<file path="config.mk">
export PLATFORM = sky130hd
export DESIGN_NAME = uart_tx_arbiter
export DESIGN_NICKNAME = d
export VERILOG_FILES = /design/src/rtl/uart_tx_arbiter_pkg.sv /design/src/rtl/uart_tx_arbiter_rr_arbiter.sv /design/src/rtl/uart_tx_arbiter.sv
export SDC_FILE = /design/constraint.sdc
export NUM_CORES = 1
export LEC_CHECK = 0
export ABC_CLOCK_PERIOD_IN_PS = 3100
export CAP_MARGIN = 20
export CELL_PAD_IN_SITES_DETAIL_PLACEMENT = 1
export CELL_PAD_IN_SITES_GLOBAL_PLACEMENT = 2
export CORE_MARGIN = 3
export CORE_UTILIZATION = 30
export CTS_CLUSTER_SIZE = 12
export DETAILED_ROUTE_END_ITERATION = 10
export PLACE_DENSITY = 0.77
export SYNTH_ARGS = -nofsm -noshare
export SYNTH_HDL_FRONTEND = slang
export SYNTH_SLANG_ARGS = --single-unit
</file>
<file path="constraint.sdc">
create_clock -name clk -period 3.1 [get_ports clk]
set_clock_uncertainty 0.15 [all_clocks]
set_input_delay 0.31 -clock clk [delete_from_list [all_inputs] [get_ports clk]]
set_output_delay 0.31 -clock clk [all_outputs]
set_load 0.02 [all_outputs]
</file>
<file path="src/rtl/uart_tx_arbiter_pkg.sv">
// Shared definitions for the UART transmit arbiter: FSM state encoding and
// default timing constants.
package uart_tx_arbiter_pkg;

    // FSM state encoding (kept as plain constants for legacy tool flows)
    typedef logic [2:0] state_t;

    localparam state_t StIdle     = 3'd0;
    localparam state_t StLaunch   = 3'd1;
    localparam state_t StWaitAck  = 3'd2;
    localparam state_t StWaitDone = 3'd3;
    localparam state_t StGap      = 3'd4;

    // Idle cycles after tx_busy falls before the next launch (stop-bit guard)
    localparam int unsigned DefaultGapCycles  = 2;
    // Cycles allowed for tx_busy to rise after a launch
    localparam int unsigned DefaultAckTimeout = 4;

    // Width of the shared ack-timeout / gap counter
    localparam int unsigned CntW = 16;

endpackage

</file>
<file path="src/rtl/uart_tx_arbiter_rr_arbiter.sv">
// Round-robin priority selector: grants the first asserted request at or
// after ptr, wrapping around the request vector.
module rr_arbiter #(
    parameter int unsigned NUM_REQ = 4,
    parameter int unsigned IDX_W   = $clog2(NUM_REQ)
) (
    input  logic [NUM_REQ-1:0] req,
    input  logic [IDX_W-1:0]   ptr,
    output logic [NUM_REQ-1:0] grant,
    output logic [IDX_W-1:0]   grant_idx,
    output logic               any_grant
);

    // Scan from ptr upward, wrapping, and keep the first hit
    always_comb begin
        logic [IDX_W-1:0] sel;
        sel       = '0;
        grant     = '0;
        grant_idx = '0;
        any_grant = 1'b0;
        for (int unsigned k = 0; k < NUM_REQ; k++) begin
            sel = IDX_W'((32'(ptr) + k) % NUM_REQ);
            if (!any_grant && req[sel]) begin
                any_grant  = 1'b1;
                grant[sel] = 1'b1;
                grant_idx  = sel;
            end
        end
    end

endmodule

</file>
<file path="src/rtl/uart_tx_arbiter.sv">
// Shares one UART transmitter between NUM_REQ byte requesters. Grants are
// round-robin, one frame at a time, with a launch handshake timeout and an
// enforced idle gap after each frame.
module uart_tx_arbiter
    import uart_tx_arbiter_pkg::*;
#(
    parameter int unsigned NUM_REQ     = 4,
    parameter int unsigned GAP_CYCLES  = DefaultGapCycles,
    parameter int unsigned ACK_TIMEOUT = DefaultAckTimeout
) (
    input  logic                       clk,
    input  logic                       reset,
    input  logic [NUM_REQ-1:0]         req_valid,
    input  logic [8*NUM_REQ-1:0]       req_data,
    output logic [NUM_REQ-1:0]         req_ready,
    output logic                       tx_start,
    output logic [7:0]                 tx_data,
    input  logic                       tx_busy,
    output logic [$clog2(NUM_REQ)-1:0] grant_id,
    output logic                       ctrl_busy,
    output logic                       err_timeout
);

    localparam int unsigned IdxW = $clog2(NUM_REQ);

    state_t            state_q, state_d;
    logic [IdxW-1:0]   rr_ptr_q, rr_ptr_d;
    logic [CntW-1:0]   cnt_q, cnt_d;
    logic [7:0]        tx_data_q, tx_data_d;
    logic [IdxW-1:0]   grant_id_q, grant_id_d;

    logic [NUM_REQ-1:0] arb_grant;
    logic [IdxW-1:0]    arb_idx;
    logic               arb_any;
    logic               grant_fire;

    rr_arbiter #(
        .NUM_REQ (NUM_REQ),
        .IDX_W   (IdxW)
    ) u_rr_arbiter (
        .req       (req_valid),
        .ptr       (rr_ptr_q),
        .grant     (arb_grant),
        .grant_idx (arb_idx),
        .any_grant (arb_any)
    );

    // Grant only from IDLE with the transmitter free; masked while reset is
    // held so no acceptance is signalled before the first live clock edge.
    always_comb begin
        grant_fire = (state_q == StIdle) && !tx_busy && arb_any && !reset;
    end

    // Next-state, counter and grant bookkeeping
    always_comb begin
        state_d    = state_q;
        rr_ptr_d   = rr_ptr_q;
        cnt_d      = cnt_q;
        tx_data_d  = tx_data_q;
        grant_id_d = grant_id_q;
        case (state_q)
            StIdle: begin
                if (grant_fire) begin
                    tx_data_d  = req_data[8*arb_idx +: 8];
                    grant_id_d = arb_idx;
                    // Winner drops to lowest priority for the next round
                    if (arb_idx == IdxW'(NUM_REQ - 1)) begin
                        rr_ptr_d = '0;
                    end else begin
                        rr_ptr_d = arb_idx + IdxW'(1);
                    end
                    state_d = StLaunch;
                end
            end
            StLaunch: begin
                cnt_d   = '0;
                state_d = StWaitAck;
            end
            StWaitAck: begin
                if (tx_busy) begin
                    state_d = StWaitDone;
                end else if (cnt_q == CntW'(ACK_TIMEOUT - 1)) begin
                    cnt_d   = '0;
                    state_d = StGap;
                end else begin
                    cnt_d = cnt_q + CntW'(1);
                end
            end
            StWaitDone: begin
                if (!tx_busy) begin
                    cnt_d   = '0;
                    state_d = StGap;
                end
            end
            StGap: begin
                // A zero-length gap still spends one cycle here
                if (GAP_CYCLES <= 1 || cnt_q == CntW'(GAP_CYCLES - 1)) begin
                    cnt_d   = '0;
                    state_d = StIdle;
                end else begin
                    cnt_d = cnt_q + CntW'(1);
                end
            end
            default: begin
                cnt_d   = '0;
                state_d = StIdle;
            end
        endcase
    end

    // Output decode from state plus the Mealy grant/timeout pulses
    always_comb begin
        req_ready   = grant_fire ? arb_grant : '0;
        tx_start    = (state_q == StLaunch);
        err_timeout = (state_q == StWaitAck) && !tx_busy &&
                      (cnt_q == CntW'(ACK_TIMEOUT - 1));
        ctrl_busy   = (state_q != StIdle);
        tx_data     = tx_data_q;
        grant_id    = grant_id_q;
    end

    // State registers with asynchronous active-high reset
    always_ff @(posedge clk or posedge reset) begin
        if (reset) begin
            state_q    <= StIdle;
            rr_ptr_q   <= '0;
            cnt_q      <= '0;
            tx_data_q  <= 8'h00;
            grant_id_q <= '0;
        end else begin
            state_q    <= state_d;
            rr_ptr_q   <= rr_ptr_d;
            cnt_q      <= cnt_d;
            tx_data_q  <= tx_data_d;
            grant_id_q <= grant_id_d;
        end
    end

endmodule

</file>
# ---- Yosys cells after proc, flatten, opt, wreduce, memory -nomap -nowiden
# Cells that the tools add are included.
dict set report op_classes {
  n_eq_ne 12
  bitwise 4
  n_reduce_logical 22
  add_sub_neg 5
  shift 1
  n_mux 41
  magnitude_cmp 8
}
# operator n
set op_table {}
lappend op_table {{16-bit two-way mux} 4}
lappend op_table {{16-bit one-hot mux with 4 select lines} 1}
lappend op_table {{32-bit by 6-bit variable part select with 8-bit output} 1}
lappend op_table {{4-bit two-way mux} 5}
lappend op_table {{16-bit by 1-bit adder with 16-bit output, second input constant} 1}
lappend op_table {{16-bit by 1-bit equality test with 1-bit output, second input constant} 1}
lappend op_table {{16-bit by 2-bit equality test with 1-bit output, second input constant} 1}
lappend op_table {{3-bit two-way mux} 5}
lappend op_table {{3-bit one-hot mux with 5 select lines} 1}
lappend op_table {{1-bit logical AND} 12}
lappend op_table {{2-bit by 3-bit less-than comparator with 1-bit output, second input constant} 4}
lappend op_table {{1-bit two-way mux} 12}
lappend op_table {{4-bit OR} 3}
lappend op_table {{2-bit two-way mux} 5}
lappend op_table {{1-bit binary-select mux with 2-bit select} 4}
lappend op_table {{1-bit demux with 2-bit select} 4}
lappend op_table {{2-bit by 1-bit greater-or-equal comparator with 1-bit output, second input constant} 4}
lappend op_table {{2-bit != test, second input constant} 4}
lappend op_table {{3-bit by 2-bit equality test with 1-bit output, second input constant} 2}
lappend op_table {{1-bit logical NOT} 5}
lappend op_table {{2-bit by 1-bit adder with 2-bit output, second input constant} 2}
lappend op_table {{2-bit adder, second input constant} 2}
lappend op_table {{4-bit AND reduction} 1}
lappend op_table {{3-bit by 1-bit equality test with 1-bit output, second input constant} 1}
lappend op_table {{8 further kinds} 8}
dict set report totals {
  regBits 31
  output_inout_bits 17
  wordCells 98
}

# ---- Logic depth before layout (Yosys ltp)
# Gate-level depths: netlist of the first run.
dict set report depth {
  ltp_word 16
  depth_mapped 11
  ltp_nobuf 9
}

# ---- By module
# A second synthesis of the first run with hierarchy kept.
dict set report hier_totals {
  cells_unflattened 214
  hier_area_um2 2282.2
}
# module instances area_each_um2 cells_per_inst seq_area_each_um2
set modules_own_cells {}
lappend modules_own_cells {uart_tx_arbiter 1 1860.5 169 775.7}
lappend modules_own_cells {rr_arbiter 1 421.7 45 0.0}

# ---- Worst setup path after synthesis of the first run
# OpenSTA, ideal clock, no wires.
dict set report synth_timing {
  kind {flip-flop to output port}
  startpoint {register rr_ptr_q[0]}
  endpoint {output req_ready[0]}
  n_path_buf 2
  setup_slack_ns 0.157
  t_required_ns 2.640
  stages_incl_launch_ff 11
  arrival_time_ns 2.483
  cell_sequence {dfrtp_1 -> buf_6 -> inv_1 -> ha_1 -> mux4_2 -> nor2b_2 -> clkbuf_1 -> a22oi_1 -> nor2_1 -> a221oi_1 -> nor2_1}
}
dict set report synth_between {
  elab_chain_cells 15
  elab_cells_between_ends 51
  cone_classes {add/sub (3); order compare (8); mux (25); bitwise (3); reduce/logical (12)}
}
# element line
set synth_lines {}
lappend synth_lines {{from (decl)} uart_tx_arbiter.sv:27} ;# logic [IdxW-1:0] rr_ptr_q, rr_ptr_d;
lappend synth_lines {{from (signal assigned)} uart_tx_arbiter.sv:132} ;# rr_ptr_q <= rr_ptr_d;
lappend synth_lines {{parallel branches: the longest is 14 deep, another holds 2-bit by 3-bit less-than comparator with 1-bit output} n/a}
lappend synth_lines {{4-bit two-way mux *} uart_tx_arbiter.sv:113} ;# req_ready = grant_fire ? arb_grant : '0;
lappend synth_lines {{to (decl)} uart_tx_arbiter.sv:15} ;# output logic [NUM_REQ-1:0] req_ready,
# Every way passes the cells marked *. The select of a mux whose other input is x is not followed.

# ---- Worst setup path after layout of the first run
dict set report layout_timing {
  startpoint {input req_valid[3]}
  endpoint {output req_ready[1]}
}
dict set report layout_between {
  elab_chain_cells 15
  elab_cells_between_ends 28
  cone_classes {mux (17); bitwise (3); reduce/logical (8)}
}
# element line
set layout_lines {}
lappend layout_lines {{from (decl)} uart_tx_arbiter.sv:13} ;# input logic [NUM_REQ-1:0] req_valid,
lappend layout_lines {{1-bit binary-select mux with 2-bit select} uart_tx_arbiter_rr_arbiter.sv:23} ;# if (!any_grant && req[sel]) begin
lappend layout_lines {{1-bit two-way mux (implied by the code)} uart_tx_arbiter_rr_arbiter.sv:23}
lappend layout_lines {{1-bit two-way mux} uart_tx_arbiter_rr_arbiter.sv:23}
lappend layout_lines {{1-bit logical NOT} uart_tx_arbiter_rr_arbiter.sv:23}
lappend layout_lines {{1-bit logical AND} uart_tx_arbiter_rr_arbiter.sv:23}
lappend layout_lines {{1-bit two-way mux} uart_tx_arbiter_rr_arbiter.sv:23}
lappend layout_lines {{1-bit logical NOT} uart_tx_arbiter_rr_arbiter.sv:23}
lappend layout_lines {{1-bit logical AND} uart_tx_arbiter_rr_arbiter.sv:23}
lappend layout_lines {{1-bit two-way mux} uart_tx_arbiter_rr_arbiter.sv:23}
lappend layout_lines {{1-bit logical NOT} uart_tx_arbiter_rr_arbiter.sv:23}
lappend layout_lines {{1-bit logical AND} uart_tx_arbiter_rr_arbiter.sv:23}
lappend layout_lines {{1-bit two-way mux} uart_tx_arbiter_rr_arbiter.sv:23}
lappend layout_lines {{1-bit logical AND (2 in series)} uart_tx_arbiter.sv:51} ;# grant_fire = (state_q == StIdle) && !tx_busy && arb_any && !reset;
lappend layout_lines {{4-bit two-way mux *} uart_tx_arbiter.sv:113}
# Mark *: on every way between the ends. The rest lies on a longest branch, timed or not. The select of a mux whose other input is x is not followed.

==> results of run 1 <==
## worst reg2reg max path: stages, from the launching register on
cell      delay, ps
dfrtp_1         340
inv_1            80
ha_4            310
mux4_2          420
nor2b_4         220
buf_4           150
nor2_1           50
buf_4           140
o21ai_2         230
buf_12          170
mux2i_1         290
a211oi_2        110
## report_power, final
group	leakage [nW]	internal, mW	switching [mW]
sequential	0.398	0.512	0.0935
clock	0.0470	0.174	0.138
combinational	0.949	0.968	1.05
total	1.39	1.65	1.29
## cell type report
type / instances / area share
Tap cell: 102 / 0.03746
Sequential cell: 31 / 0.2277
Clock inverter: 1 / 0.001469
Clock buffer: 6 / 0.02424
Inverter: 12 / 0.01322
Multi-Input combinational cell: 214 / 0.4646
Timing Repair Buffer: 84 / 0.2314
## flip-flops by register name, summed over array words and instances, names as in the netlist
signal / count
cnt_q: 16
tx_data: 8
state_q: 3
grant_id: 2
rr_ptr_q: 2
## cell families (layout without fill, tap and decap cells)
logic type | count (synthesis) | in the layout | synth area share
flops | 31 | 31 | 0.3141
mux | 30 | 30 | 0.1469
buf+inv | 29 | 103 | 0.05471
fa+ha+maj | 10 | 10 | 0.05066
xor+xnor | 9 | 9 | 0.03192
compound gates | 59 | 59 | 0.1849
simple gates | 106 | 106 | 0.2168
## placed cells by master, fill, tap and decap left out, types with 7 or more instances in the layout
| cell type | instances |
|---|---|
| nand2_1 | 18 |
| a31oi_1 | 7 |
| dfrtp_1 | 31 |
| a21oi_1 | 9 |
| nor3_1 | 13 |
| ha_1 | 9 |
| mux2i_1 | 16 |
| mux2_2 | 10 |
| nor4_1 | 13 |
| o21ai_0 | 8 |
| inv_1 | 12 |
| nor2_1 | 33 |
| buf_4 | 27 |
| clkdlybuf4s50_1 | 51 |
## layer usage
metal	wire length, microns	GRT usage	vias to the layer above	share of wire
met2	2988	0.2229	53	0.44
met5	0	0	-	0
met1	3278	0.2004	1121	0.48
met3	461	0.04758	6	0.068
li1	-	-	1157	-
met4	53	0.02268	0	0.0078
## how the worst max path moves through the flow
stage | startpoint | endpoint | cells past startpoint
finish | req_valid[3] | req_ready[1] | 8
global route | req_valid[3] | req_ready[1] | 8
CTS | rr_ptr_q[0] | req_ready[1] | 9
detailed placement | req_valid[3] | tx_data[0] | 10
global placement | req_valid[1] | tx_data[0] | 10
floorplan | rr_ptr_q[0] | req_ready[0] | 10
## through the flow
step	setup TNS, ps	cell area [sq um]	utilization	setup WS (ps)
floorplan	0	2470	-	156.6
global placement	-208.1	3299	0.4204	-89.96
detailed placement	-1127	3299	0.4204	-165.3
CTS	0	3395	0.4326	51.69
global route	0	3407	0.4342	3.372
finish	0	3407	0.4342	136.5
## what timing repair did
item                                    4_1_cts  5_1_grt
endpoints found under the setup margin        4        3
pin swaps                                     0        0
setup buffers                                 1        0
gates resized for setup                       5        2
==> flow_metrics.py, run 1 <==
metrics = {
    "routing": {
        "num_vias": 2337,
        "dr.pass1.iters": 4,
        "routed_wl_mm": 6.780,
        "route.detailed.drc": 0,
        "dr.first_iter.drc_count": 53,
        "vias_per_cell": 5.193,
        "detail_route.wl_per_cell_microns": 15.07,
        "antenna_left": 0,
    },
    "critical_path": {
        "max_stage_delay_ps": 630,
        "worstPathRequired_ps": 2640,
        "cp-start-kind": "input port",
        "cp-end-kind": "output pin",
        "worst-setup-path-type": "input port to output pin",
        "crit_fanout": 7,
        "crit_arrival_ps": 2500,
        "reg2regPathDepth": 11,
        "cp_slowest_cell": "mux4_2",
        "crit_top_cell": "nor2_1",
        "r2r_end": "tx_data[2]",
        "path_buf_inv": 3,
        "rrSetupSlack_ps": 330,
        "cp_cell_sequence": "clkdlybuf4s50_1, mux4_2, buf_4, a22oi_1, nor2_1, a221oi_1, nor2_1, dlygate4sd2_1",
        "r2r-start": "rr_ptr_q[0]",
        "critPathTopFamily": "buffers and inverters",
    },
    "synthesis": {
        "synth_nets": 323,
        "synth-seq-cells": 31,
        "yosysTopAreaCellShare": 0.3141,
        "synth_warnings": 0,
        "synth_cells": 274,
        "synth_most_common_cell": "nor2_1",
        "syn_area_per_cell_sq_um": 9.014,
        "synth_top_cell_by_area": "dfrtp_1",
        "synthTopCellsByArea": "dfrtp_1, mux2i_1, ha_1",
        "synth_cell_type_count": 48,
        "synth_edf_count": 0,
        "synth_common_cells": "nor2_1, dfrtp_1, nand2_1, mux2i_1, nor4_1",
        "synth_ff_type": "dfrtp_1",
        "async_flop_share": 1.000,
        "syn_area_sq_um": 2470,
        "ys_seq_area_frac": 0.3141,
    },
    "global_route": {
        "grt_pass1_wl_mm": 11.49,
        "grt_max_degree": 32,
        "antenna_found_initial": 0,
        "overflow": 0,
        "grt_pass1_vias": 2433,
        "grtUsageTotal": 0.1443,
    },
    "final_layout": {
        "regArea_sq_um": 775.7,
        "drive_above_1_share": 0.1839,
        "antenna_cells": 0,
        "multiInputGateArea_sq_um": 1583,
        "final_nets": 397,
        "finalNonFillerCells": 450,
        "n_fill_cell": 923,
        "area_growth_pct": 37.94,
    },
    "timing": {
        "relSlewSlack": 0.6721,
        "drv_slew": 0,
        "rsz0062_at_grt": "false",
        "fmax_mhz": 337.4,
        "finalSetupViolCount": 0,
        "fin_crit_ps": 2964,
        "period_share": 0.9560,
        "hold_viol_final": 0,
        "worstMarginPinSlew_ps": 487.4,
        "whs_ps": 325.6,
    },
    "power_and_ir_drop": {
        "p_leak_nw": 1.394,
        "cellPowerDensity_nw_per_um2": 863.0,
        "finalPower_mw": 2.940,
        "vdd_drop_max_uv": 309.6,
    },
    "clock_tree": {
        "clkTransAtPathRegs_ps": 60,
        "cts_root_buf": "clkbuf_8",
        "cts_inserted_buffers": 5,
        "htreeDepth": 2,
        "ctsHoldBuffers": 0,
        "cts_buffer_depth": 2,
        "insertion_delay_ps": 270,
        "cts_tree": "built",
        "cts_sinks": 31,
    },
    "floorplanning": {
        "fp.coreArea_sq_um": 7848,
        "die_area_sq_um": 9358,
        "pin_count": 56,
        "num_rows": 32,
        "start_util": 0.3147,
        "die_w_microns": 96.74,
        "die_h_microns": 96.74,
    },
    "status": {
        "outcome": "completed",
    },
    "placement": {
        "place_congestion": 0.7645,
        "dp_hpwl_mm": 5.340,
        "dp.cells": 442,
        "port_buffers": 55,
    },
    "min_path": {
        "hold_path.class": "flop to flop",
        "hold_depth": 1,
        "min_from": "grant_id[1]",
        "hold_end": "grant_id[1]",
    },
    "job": {
        "max-cap-violations": 0,
    },
}
(Power assumes the default switching activity.)
==> run 2: changes to the inputs <==
--- a/config.mk
+++ b/config.mk
@@ -14,6 +14,7 @@
 export CTS_CLUSTER_SIZE = 12
 export DETAILED_ROUTE_END_ITERATION = 10
 export PLACE_DENSITY = 0.77
+export RECOVER_POWER = 100
 export SYNTH_ARGS = -nofsm -noshare
 export SYNTH_HDL_FRONTEND = slang
 export SYNTH_SLANG_ARGS = --single-unit
==> run 2 against run 1 <==
Net effect:
- the flow now finishes with violations (max-capacitance violations, max-slew violations)
- worst hold slack worse by 6.5 ps
- via count up 0.13%
- first-iteration DRC count up 15%
- global-route usage unchanged
- die area unchanged
- design area down 0.84%
- sequential share of layout area up 0.19 points
- critical path type unchanged
==> flow_metrics.py, run 2 (synthesis results as in run 1) <==
metrics = {
    "status": {
        "outcome": "finished, violations left",
        "violations": "max-capacitance violations, max-slew violations",
    },
    "timing": {
        "worstMarginPinSlew_ps": 1698,
        "relSlewSlack": -0.1319,
        "fin_ws_ps": 126.5,
        "fin_crit_ps": 2974,
        "drv_slew": 32,
        "hold_viol_final": 0,
        "period_share": 0.9592,
        "rsz0062_at_grt": "false",
        "fmax_mhz": 336.3,
        "finalSetupViolCount": 0,
    },
    "power_and_ir_drop": {
        "p_leak_nw": 1.374,
        "combPwrFrac": 0.681,
        "seqPwrFrac": 0.210,
        "p_clk_frac": 0.109,
        "p_int_mw": 1.590,
        "vdd_drop_max_uv": 306.7,
        "cellPowerDensity_nw_per_um2": 848.0,
        "finalPower_mw": 2.865,
        "switching_power_mw": 1.274,
        "p_sw_frac": 0.4449,
    },
    "routing": {
        "vias_per_cell": 5.200,
        "dr.first_iter.drc_count": 61,
        "dr.pass1.iters": 4,
        "routed_wl_mm": 6.803,
        "num_vias": 2340,
        "antenna_left": 0,
        "detail_route.wl_per_cell_microns": 15.12,
        "route.detailed.drc": 0,
    },
    "final_layout": {
        "multiInputGateArea_sq_um": 1573,
        "area_growth_pct": 36.78,
        "n_fill_cell": 928,
        "final_common_cell": "clkdlybuf4s50_1",
        "regMostFlops": "cnt_q",
        "final_cell_mix": "clkdlybuf4s50_1, nor2_1, dfrtp_1",
        "utilization": 0.4305,
        "largest_register_ffs": 16,
        "drive_above_1_share": 0.1638,
        "final_nets": 397,
        "regArea_sq_um": 775.7,
        "antenna_cells": 0,
        "finalNonFillerCells": 450,
    },
    "floorplanning": {
        "pin_count": 56,
        "die_area_sq_um": 9358,
        "start_util": 0.3147,
        "fp.coreArea_sq_um": 7848,
        "num_rows": 32,
        "die_h_microns": 96.74,
        "die_w_microns": 96.74,
    },
    "critical_path": {
        "cp-start-kind": "input port",
        "path_buf_inv": 3,
        "r2r-start": "rr_ptr_q[0]",
        "reg2regPathDepth": 11,
        "cp-end-kind": "output pin",
        "startpoint": "req_valid[3]",
        "crit_arrival_ps": 2510,
        "cp_slowest_cell": "mux4_2",
        "rrSetupSlack_ps": 260,
        "max_stage_delay_ps": 630,
        "worstPathRequired_ps": 2640,
        "r2r_end": "tx_data[0]",
        "crit_top_cell": "nor2_1",
        "worst-setup-path-type": "input port to output pin",
        "critPathTopFamily": "buffers and inverters",
        "crit_fanout": 7,
        "worstSetupPathDepth": 8,
        "cp_cell_sequence": "clkdlybuf4s50_1, mux4_2, buf_4, a22oi_1, nor2_1, a221oi_1, nor2_1, dlygate4sd2_1",
    },
    "clock_tree": {
        "cts_sinks": 31,
        "cts_root_buf": "clkbuf_8",
        "htreeDepth": 2,
        "cts_inserted_buffers": 5,
        "cts_tree": "built",
        "insertion_delay_ps": 270,
        "clkTransAtPathRegs_ps": 60,
        "cts_buffer_depth": 2,
    },
    "placement": {
        "dp.cells": 442,
        "place_ws_ps": -165.3,
        "dp_hpwl_mm": 5.340,
        "place_congestion": 0.7645,
        "port_buffers": 55,
    },
    "global_route": {
        "antenna_found_initial": 0,
        "grtUsageTotal": 0.1443,
        "grt_pass1_vias": 2433,
        "grt_pass1_wl_mm": 11.49,
        "overflow": 0,
        "grt_max_degree": 32,
    },
    "min_path": {
        "min_from": "grant_id[1]",
        "hold_path.class": "flop to flop",
        "hold_depth": 1,
        "hold_end": "grant_id[1]",
    },
    "job": {
        "max-cap-violations": 1,
    },
}
==> run 2: cell types whose count changed in the layout (fill, tap and decap cells not counted), sizes merged <==
cell / delta
dlygate4sd3: +13
clkdlybuf4s50: -13
clkbuf: +6
buf: -6
==> run 2: how the worst max path moves through the flow <==
stage                   end
2_1_floorplan  req_ready[0]
4_1_cts        req_ready[1]
6_report       req_ready[1]
5_1_grt        req_ready[1]
3_5_place_dp     tx_data[0]
3_3_place_gp     tx_data[0]
==> run 2: through the flow <==
stage               hold slack (ps)  area, sq um  setup TNS (ps)
detailed placement            319.0         3299           -1127
global route                  352.9         3378               0
global placement              308.7         3299          -208.1
CTS                           332.8         3395               0
finish                        319.1         3378               0
floorplan                     263.5         2470               0
==> run 2: final cells by class <==
| class | count | share of cell area |
|---|---|---|
| well taps | 102 | 0.03778 |
| clock buffers | 6 | 0.02444 |
| multi-input cells | 214 | 0.4656 |
| flip-flops and latches | 31 | 0.2296 |
| repair buffers | 84 | 0.2278 |
| clock inverters | 1 | 0.001481 |
| inverters | 12 | 0.01333 |
==> run 2: routing by layer <==
metal | GRT usage | vias to the layer above | part of all wire
met5 | 0 | - | 0
met4 | 0.02268 | 0 | 0.0065
met3 | 0.04758 | 4 | 0.068
met2 | 0.2229 | 51 | 0.45
met1 | 0.2004 | 1127 | 0.48
li1 | - | 1158 | -
==> run 2: worst register-to-register path, stage by stage, from the launching register on <==
cell and delay [ps]:
dfrtp_1 340, inv_1 80, ha_4 310, mux4_2 420
nor2b_4 220, clkbuf_1 190, nor2_1 80, clkbuf_4 140
o21ai_2 230, buf_12 170, mux2i_1 280, a211oi_1 110
==> run 2: power groups by stage <==
stage          clock [mW]  sequential, mW  combinational [mW]
2_1_floorplan           0           0.667                1.22
3_3_place_gp            0           0.610                1.96
3_5_place_dp            0           0.610                1.99
4_1_cts             0.325           0.608                2.02
5_1_grt             0.344           0.620                2.16
6_report            0.311           0.602                1.95
==> run 2: what timing repair did <==
action                     CTS  global route
gates cloned                 0             0
resized for setup            5             2
buffers inserted             1             0
hold buffers                 0             0
pin swaps                    0             0
setup endpoints to repair    4             3
